### src/rtl/fetch_unit_pkg.sv
// fetch_unit_pkg
// Shared definitions for the instruction fetch unit:
//   - fetch FSM state encoding (IDLE / REQ / DRAIN)
//   - NOP instruction value presented when no instruction is available
//   - PC step between sequential fetches
//   - fetch buffer depth and entry layout
package fetch_unit_pkg;

    // Fetch FSM state encoding
    localparam logic [1:0] ST_IDLE  = 2'd0;  // no request outstanding
    localparam logic [1:0] ST_REQ   = 2'd1;  // request outstanding, data will be kept
    localparam logic [1:0] ST_DRAIN = 2'd2;  // request outstanding, data will be dropped

    localparam logic [31:0] NOP_INSTR = 32'd0;
    localparam logic [31:0] PC_STEP   = 32'd4;

    // Fetch buffer depth, sized to match the 2-bit occupancy count
    localparam logic [1:0] BUF_DEPTH = 2'd2;

    typedef struct packed {
        logic [31:0] instr;
        logic [31:0] pc_incr;
    } fetch_entry_t;

endpackage

### src/rtl/fetch_buf.sv
// fetch_buf
// Two-entry FIFO holding fetched {instr, pc_incr} pairs.
// Ports:
//   clk      - clock
//   rst      - asynchronous active-low reset (empties the FIFO)
//   i_push   - write i_wdata at the tail (ignored when full)
//   i_pop    - drop the head entry (ignored when empty)
//   i_flush  - discard all entries; overrides push and pop
//   i_wdata  - entry to write
//   o_count  - number of valid entries (0..2)
//   o_empty  - no valid entries
//   o_head   - head entry, all-zero (NOP/0) when empty
module fetch_buf
    import fetch_unit_pkg::*;
(
    input  logic         clk,
    input  logic         rst,
    input  logic         i_push,
    input  logic         i_pop,
    input  logic         i_flush,
    input  fetch_entry_t i_wdata,
    output logic [1:0]   o_count,
    output logic         o_empty,
    output fetch_entry_t o_head
);

    logic         r_rd_ptr;
    logic         r_wr_ptr;
    logic [1:0]   r_count;
    logic         w_full;
    logic         w_do_push;
    logic         w_do_pop;
    fetch_entry_t w_entries [2];

    assign w_full    = (r_count == BUF_DEPTH);
    assign o_empty   = (r_count == 2'd0);
    assign w_do_push = i_push && !w_full;
    assign w_do_pop  = i_pop && !o_empty;

    // One storage register per slot; only the slot under the write pointer loads.
    for (genvar gi = 0; gi < 2; gi++) begin : gen_entry
        fetch_entry_t r_entry;

        always_ff @(posedge clk) begin
            if (w_do_push && !i_flush && (r_wr_ptr == gi[0])) begin
                r_entry <= i_wdata;
            end
        end

        assign w_entries[gi] = r_entry;
    end

    always_ff @(posedge clk or negedge rst) begin
        if (!rst) begin
            r_rd_ptr <= 1'b0;
            r_wr_ptr <= 1'b0;
            r_count  <= 2'd0;
        end else if (i_flush) begin
            r_rd_ptr <= 1'b0;
            r_wr_ptr <= 1'b0;
            r_count  <= 2'd0;
        end else begin
            if (w_do_push) begin
                r_wr_ptr <= ~r_wr_ptr;
            end
            if (w_do_pop) begin
                r_rd_ptr <= ~r_rd_ptr;
            end
            r_count <= r_count + {1'b0, w_do_push} - {1'b0, w_do_pop};
        end
    end

    assign o_count = r_count;
    assign o_head  = o_empty ? '{instr: NOP_INSTR, pc_incr: 32'd0} : w_entries[r_rd_ptr];

endmodule

### src/rtl/fetch_unit.sv
// fetch_unit
// Instruction fetch stage: keeps the PC, issues word requests to instruction
// memory, buffers up to two returned instructions and presents the head one
// to the IF/ID register.
// Ports:
//   clk          - clock
//   rst          - asynchronous active-low reset
//   lock         - IF/ID stall; head instruction is not consumed while 1
//   redirect     - taken branch/jump pulse; flushes buffer, reloads PC
//   redirect_pc  - new fetch address, valid with redirect
//   imem_req     - instruction memory request
//   imem_addr    - address of the current request
//   imem_ack     - imem_rdata valid for the current request
//   imem_rdata   - returned instruction word
//   Out_instr    - instruction to IF/ID, NOP when none is available
//   Out_pc_incr  - fetch address + 4 of Out_instr, 0 when none is available
module fetch_unit
    import fetch_unit_pkg::*;
#(
    parameter logic [31:0] RESET_PC = 32'h0000_0000
) (
    input  logic        clk,
    input  logic        rst,
    input  logic        lock,
    input  logic        redirect,
    input  logic [31:0] redirect_pc,
    output logic        imem_req,
    output logic [31:0] imem_addr,
    input  logic        imem_ack,
    input  logic [31:0] imem_rdata,
    output logic [31:0] Out_instr,
    output logic [31:0] Out_pc_incr
);

    logic [1:0]   r_state;
    logic [1:0]   w_state_next;
    logic [31:0]  r_pc;
    logic [31:0]  w_pc_next;
    logic [31:0]  w_pc_incr;
    logic [1:0]   w_count;
    logic         w_empty;
    logic         w_pop;
    logic         w_push;
    logic [2:0]   w_fill_after;
    fetch_entry_t w_wdata;
    fetch_entry_t w_head;

    // Redirect wins over both the stall and a returning acknowledge.
    assign w_pop     = !lock && !w_empty && !redirect;
    assign w_push    = (r_state == ST_REQ) && imem_ack && !redirect;
    assign w_pc_incr = r_pc + PC_STEP;  // wraps modulo 2^32
    assign w_wdata   = '{instr: imem_rdata, pc_incr: w_pc_incr};

    // Occupancy after this edge's push and pop; decides whether another
    // request may be issued without overrunning the buffer.
    assign w_fill_after = {1'b0, w_count} + 3'd1 - {2'b00, w_pop};

    always_comb begin
        w_state_next = r_state;
        w_pc_next    = r_pc;
        if (redirect) begin
            w_pc_next = redirect_pc;
            case (r_state)
                ST_IDLE:  w_state_next = ST_REQ;
                // An unacknowledged request is still in flight and its data
                // must be thrown away once it arrives.
                ST_REQ,
                ST_DRAIN: w_state_next = imem_ack ? ST_REQ : ST_DRAIN;
                default:  w_state_next = ST_REQ;
            endcase
        end else begin
            case (r_state)
                ST_IDLE: begin
                    if ((w_count < BUF_DEPTH) || w_pop) begin
                        w_state_next = ST_REQ;
                    end
                end
                ST_REQ: begin
                    if (imem_ack) begin
                        w_pc_next    = w_pc_incr;
                        w_state_next = (w_fill_after < {1'b0, BUF_DEPTH}) ? ST_REQ : ST_IDLE;
                    end
                end
                ST_DRAIN: begin
                    if (imem_ack) begin
                        w_state_next = ST_REQ;
                    end
                end
                default: w_state_next = ST_REQ;
            endcase
        end
    end

    always_ff @(posedge clk or negedge rst) begin
        if (!rst) begin
            r_state <= ST_REQ;
            r_pc    <= RESET_PC;
        end else begin
            r_state <= w_state_next;
            r_pc    <= w_pc_next;
        end
    end

    fetch_buf u_fetch_buf (
        .clk     (clk),
        .rst     (rst),
        .i_push  (w_push),
        .i_pop   (w_pop),
        .i_flush (redirect),
        .i_wdata (w_wdata),
        .o_count (w_count),
        .o_empty (w_empty),
        .o_head  (w_head)
    );

    assign imem_req    = (r_state != ST_IDLE);
    assign imem_addr   = r_pc;
    assign Out_instr   = w_head.instr;
    assign Out_pc_incr = w_head.pc_incr;

endmodule

### config.mk
export PLATFORM = sky130hd
export DESIGN_NAME = fetch_unit
export DESIGN_NICKNAME = d
export VERILOG_FILES = /design/src/rtl/fetch_unit_pkg.sv /design/src/rtl/fetch_buf.sv /design/src/rtl/fetch_unit.sv
export SDC_FILE = /design/constraint.sdc
export NUM_CORES = 1
export LEC_CHECK = 0
export ABC_CLOCK_PERIOD_IN_PS = 13900
export CAP_MARGIN = 20
export CORE_MARGIN = 8
export CORE_UTILIZATION = 40
export CTS_BUF_LIST = sky130_fd_sc_hd__clkbuf_4 sky130_fd_sc_hd__clkbuf_8 sky130_fd_sc_hd__clkbuf_16
export DETAILED_ROUTE_END_ITERATION = 8
export HOLD_SLACK_MARGIN = 0.15
export PLACE_DENSITY = 0.66
export SLEW_MARGIN = 10
export SYNTH_ARGS = -nofsm -noshare
export SYNTH_HDL_FRONTEND = slang
export SYNTH_SLANG_ARGS = --single-unit
### constraint.sdc
create_clock -name clk -period 13.9 [get_ports clk]
set_input_delay 4.17 -clock clk [delete_from_list [all_inputs] [get_ports clk]]
set_output_delay 4.17 -clock clk [all_outputs]
set_load 0.02 [all_outputs]
# Word-level counts from Yosys, hierarchy flattened
# Cells that the tools add are included.
# word_totals
register_bits	166
input_bits	69
out_inout_bits	97
wordCells	70
# classes
addsub	5
order_cmp	3
n_eq_ne	6
mux	20
bitwise	3
reduce_logical	24
# ops
operator	count
$mux W64	4
$mux W32	3
$add A32 B3 Y32 const B	1
$mux W2	7
$reduce_bool A2 Y1	5
$logic_and A1 B1 Y1	9
$ne A3 B3 Y1 const B	3
$pmux W2 S3	1
$mux W1	5
$eq A2 B2 Y1 const B	2
$logic_not A1 Y1	4
$logic_not A2 Y1	2
$add A2 B1 Y3 const B	1
$lt A3 B2 Y1 const B	1
$reduce_and A3 Y1	1
$sub A3 B1 Y3	1
$add A2 B1 Y2	1
$eq A2 B1 Y1 const B	1
$ge A2 B2 Y1 const B	1
$lt A2 B2 Y1 const B	1
$not A1 Y1	2
$not A1 Y2	1
$reduce_and A2 Y1	1
$reduce_or A2 Y1	1
2 further kinds	2

# Longest topological paths before layout
# logic_depth
word_depth	10
mapped_depth	9
mapped_depth_nobuf	9

# By module
# A second synthesis with hierarchy kept.
# hier_totals
hier_cells	598
area_unflattened_um2	7604.8
# by_module_without_submodules
module	instances	cells_per_inst	area_per_inst_um2	seq_area_each_um2
fetch_buf	1	293	5079.9	3943.8
fetch_unit	1	305	2524.9	852.1

# Worst setup path after synthesis
# No wires, ideal clock.
# synth_path
path_type	input -> register
start	input port imem_ack
end	register u_fetch_buf.gen_entry[0].r_entry[0] (netlist bit), enable pin
setup_ps	494
t_arrival_ps	7492
required_ps	13406
slack_ps	5914
cell_stages	4
n_path_buf	0
cell_sequence	nand2_1 a21oi_1 and2_1 nor2b_1
# synth_via
elab_chain_len	5
# synth_rtl
element	line	text
start: declaration	fetch_unit.sv:29	input logic imem_ack,
$logic_and A1 B1 Y1 (2 in a row)	fetch_unit.sv:50	assign w_push = (r_state == ST_REQ) && imem_ack && !redirect;
$logic_and A1 B1 Y1	fetch_buf.sv:37	assign w_do_push = i_push && !w_full;
$logic_and A1 B1 Y1 (2 in a row)	fetch_buf.sv:45	if (w_do_push && !i_flush && (r_wr_ptr == gi[0])) begin
end signal: assignment	fetch_buf.sv:46	r_entry <= i_wdata;
end: declaration	fetch_buf.sv:42	fetch_entry_t r_entry;
# No other way between the ends.
# A chain may end at the register's enable or synchronous reset.

# Worst setup path after layout
# layout_path
start	register u_fetch_buf.r_rd_ptr
end	output port Out_pc_incr[31]
# layout_via
elab_chain_len	5
# layout_rtl
element	line	text
start: declaration	fetch_buf.sv:27	logic r_rd_ptr;
start signal: assignment	fetch_buf.sv:67	r_rd_ptr <= ~r_rd_ptr;
$not A1 Y2 (not written as such)	fetch_buf.sv:74	assign o_head = o_empty ? '{instr: NOP_INSTR, pc_incr: 32'd0} : w_entries[r_rd_ptr];
$mux W64 (not written as such) (3 in a row)	fetch_buf.sv:74	
$mux W64	fetch_buf.sv:74	
end: declaration	fetch_unit.sv:32	output logic [31:0] Out_pc_incr
# No other way between the ends. The select of a mux whose other input is x is not followed.

==> impl_metrics.toml <==
[outcome]
run_status = "finished, final reports clean"

[grt]
grt_start_max_net_pins = 68
global_route_wire_length_before_repair_mm = 29.6
antenna_found_initial = 0
groute.usage.overall = 0.160
grt_pass1_vias = 5439
globalRoute.totalOverflow = 0

[yosys]
synth.yosys.warnings = 0
syn_inst = 602
post_synth.cell_area_avg_um2 = 12.6
postSynthRegisterBits = 166
yosysUniqueCellTypes = 47
syn-num-nets = 677
seq_area_frac_synth = 0.633
syn-cell-area_mm2 = 0.00758

[sta]
finalHoldViolCount = 0
timing.final.setup_violations = 0
min_period_ps = 6680
fmaxAchievable_ghz = 0.150
finalCritPeriodShare = 0.480
final-max-slew-violation-count = 0
rsz0062_at_grt = "false"
finalSetupTns_ps = 0
timing_worst_slew_pin_value_ps = 940
finalClockSkew_ps = 8.40
relSlewSlack = 0.374

[flow_run]
maxCapViolations = 0

[clock_tree]
cts_inserted_buffers = 17
cts_tree = "built"
cts_setup_buffers = 0
tritoncts_num_sinks = 166
cts_buffer_depth = 2
worst_skew_pair.late_latency_ps = 420
hold_bufs_at_cts = 0
clkTransAtPathRegs_ps = 60
cts.root.buffer_cell = "sky130_fd_sc_hd__clkbuf_16"
cts.repair.resized = 0
cts-htree-levels = 4

[critical_path]
cp_slowest_cell = "sky130_fd_sc_hd__dfrtp_4"
worst_setup_end_kind = "output port"
setup.worst_path.class = "reg2out"
worstPathBufferInverterCount = 2
worst_path_largest_cell_delay_ps = 810
worst-endpoint-required_ps = 9730
path_max_fanout = 34
worst_path_dominant_cell_family = "buffers and inverters"
critical_path.cell_chain = "buf_12 > mux2i_1 > nor2_1 > clkdlybuf4s50_1"
worst_ep_arrival_time_ps = 2510
start_kind = "register"
setup.reg_to_reg.worst_slack_ps = 11000

[floorplanning]
pin_count = 166
num_rows = 50
starting_density_of_the_core = 0.406
dieWidth_um = 154
dieHeight_um = 154
die_area_mm2 = 0.0236
core_mm2 = 0.0186

[drt]
detail_route.iter0.violations = 351
antenna_left = 0
wl_mm = 18.8
dr.pass1.iters = 5
drc_errors = 0
via_per_inst = 5.31
wl_per_cell_um = 18.8
vias = 5308

[pwr]
total_power_draw_w = 0.00140
cellPowerDensity_mw_per_mm2 = 140
cellLeakagePower_nw = 3.36
vdd_ir_drop_max_mv = 0.0899

[placement]
place.gp.congestion = 0.848
portBuffers = 165
dpl-instance-area_mm2 = 0.00934
dp_hpwl_mm = 13.0

[finish]
area.sequential_mm2 = 0.00480
layout-drive-gt1-share = 0.0719
layout.nets = 827
antenna_cells = 0
area_growth_pct = 31.9
layout.filler_cells = 1599
multi_input_comb_area_mm2 = 0.00254
finalInstanceArea_mm2 = 0.00999

[hold_path]
worstHoldPathType = "reg2reg"
## flip-flops by register name, summed over array words and instances, names as in the netlist
name / count
r_state: 2
u_fetch_buf.r_rd_ptr: 1
imem_addr: 32
u_fetch_buf.gen_entry.r_entry: 128
u_fetch_buf.o_count: 2
u_fetch_buf.r_wr_ptr: 1
## layer usage
layer / global-route usage / wire, µm
met1: 0.201 / 8390
met2: 0.262 / 8930
met3: 0.0462 / 1280
met4: 0.0485 / 236
met5: 0 / 0
## layout make-up
| type | instances | share of cell area |
|---|---|---|
| repair buffers | 171 | 0.173 |
| flip-flops and latches | 166 | 0.480 |
| well taps | 234 | 0.0293 |
| clock inverters | 10 | 0.0133 |
| clock buffers | 22 | 0.0470 |
| inverters | 9 | 0.00338 |
| multi-input cells | 387 | 0.254 |
## placed cells by master, fill, tap and decap left out, types with 2 or more instances in the layout
cell	Yosys	routed
sky130_fd_sc_hd__a21oi_1	2	2
sky130_fd_sc_hd__a221o_1	2	2
sky130_fd_sc_hd__a31oi_1	18	18
sky130_fd_sc_hd__and2_1	3	3
sky130_fd_sc_hd__and3_1	3	2
sky130_fd_sc_hd__and4_1	3	3
sky130_fd_sc_hd__buf_4	5	4
sky130_fd_sc_hd__bufinv_16	0	3
sky130_fd_sc_hd__clkbuf_16	0	17
sky130_fd_sc_hd__clkbuf_4	2	4
sky130_fd_sc_hd__clkdlybuf4s50_1	0	164
sky130_fd_sc_hd__clkinv_1	0	2
sky130_fd_sc_hd__clkinv_2	0	3
sky130_fd_sc_hd__clkinvlp_4	0	2
sky130_fd_sc_hd__dfrtp_1	37	36
sky130_fd_sc_hd__edfxtp_1	128	128
sky130_fd_sc_hd__ha_1	6	6
sky130_fd_sc_hd__inv_1	9	8
sky130_fd_sc_hd__mux2_2	2	2
sky130_fd_sc_hd__mux2i_1	66	66
sky130_fd_sc_hd__nand2_1	31	31
sky130_fd_sc_hd__nand3_1	10	10
sky130_fd_sc_hd__nand4_1	11	11
sky130_fd_sc_hd__nand4_2	2	2
sky130_fd_sc_hd__nor2_1	98	97
sky130_fd_sc_hd__nor3_1	14	14
sky130_fd_sc_hd__nor4_1	6	6
sky130_fd_sc_hd__o21ai_0	19	19
sky130_fd_sc_hd__o31ai_1	13	13
sky130_fd_sc_hd__or2_2	4	4
sky130_fd_sc_hd__or3_1	9	9
sky130_fd_sc_hd__or4_1	14	14
sky130_fd_sc_hd__or4_4	2	2
sky130_fd_sc_hd__xnor2_1	17	17
sky130_fd_sc_hd__xor2_1	22	22
## path summary, 6_finish.rpt
check	from	to	cells after the start
min in group asynchronous	rst	imem_addr[7]	1
setup reg to reg	r_state[0]	u_fetch_buf.gen_entry[0].r_entry[54]	6
max in group asynchronous	rst	u_fetch_buf.r_rd_ptr	1
hold / removal	imem_addr[0]	u_fetch_buf.gen_entry[1].r_entry[0]	0
hold reg to reg	imem_addr[0]	u_fetch_buf.gen_entry[1].r_entry[0]	0
setup / recovery	u_fetch_buf.r_rd_ptr	Out_pc_incr[31]	4
## through the flow
stage,worst slack (ps),utilization,hold slack (ps),cells
after global placement,6640,0.501,471,965
after floorplan,5910,-,461,602
after detailed placement,6610,0.501,483,965
after CTS,7010,0.533,512,997
after global routing,7110,0.536,534,999
final,7220,0.536,512,999
## Yosys cell counts (all sizes together)
library cell	instances	area, µm²
a21o	1	7.51
a21oi	2	10.0
a221o	2	20.0
a2bb2oi	1	8.76
a31oi	18	113
a41oi	1	8.76
and2	3	18.8
and3	3	18.8
and4	3	26.3
buf	13	85.1
clkbuf	24	109
dfrtp	37	926
dfstp	1	26.3
dlygate4sd1	2	17.5
dlygate4sd3	1	10.0
edfxtp	128	3840
ha	6	75.1
inv	9	33.8
mux2	2	22.5
mux2i	66	661
nand2	31	116
nand3	11	60.1
nand4	13	93.8
nor2	98	368
nor2b	2	12.5
nor3	14	70.1
nor3b	1	7.51
nor4	6	37.5
o211a	1	10.0
o211ai	1	7.51
o21ai	19	95.1
o31ai	13	97.6
or2	4	25.0
or3	9	56.3
or4	17	136
xnor2	17	149
xor2	22	193
## worst reg2reg max path: stages (launching register included)
cell and delay, ps:
sky130_fd_sc_hd__dfstp_2 550, sky130_fd_sc_hd__ha_1 200, sky130_fd_sc_hd__nand2_1 350, sky130_fd_sc_hd__a21oi_1 360
sky130_fd_sc_hd__and2_1 210, sky130_fd_sc_hd__nor2b_4 140, sky130_fd_sc_hd__buf_4 660
## kinds of logic (layout without fill, tap and decap cells)
group,Yosys count,after routing,share of synthesized area
DFF,166,166,0.633
AOI/OAI and AO/OA,59,59,0.0499
adders and majority gates,6,6,0.00991
and+or+nand+nor,215,215,0.138
xor gates and xnor gates,39,39,0.0451
muxes,68,68,0.0902
buffers and inverters,49,212,0.0337
## power by group
part | switching (W) | total (W) | internal, W
sequential | 0.0000350 | 0.000609 | 0.000574
combinational | 0.000174 | 0.000318 | 0.000143
clock | 0.000182 | 0.000476 | 0.000294
total | 0.000392 | 0.00140 | 0.00101
(Power assumes the default switching activity.)
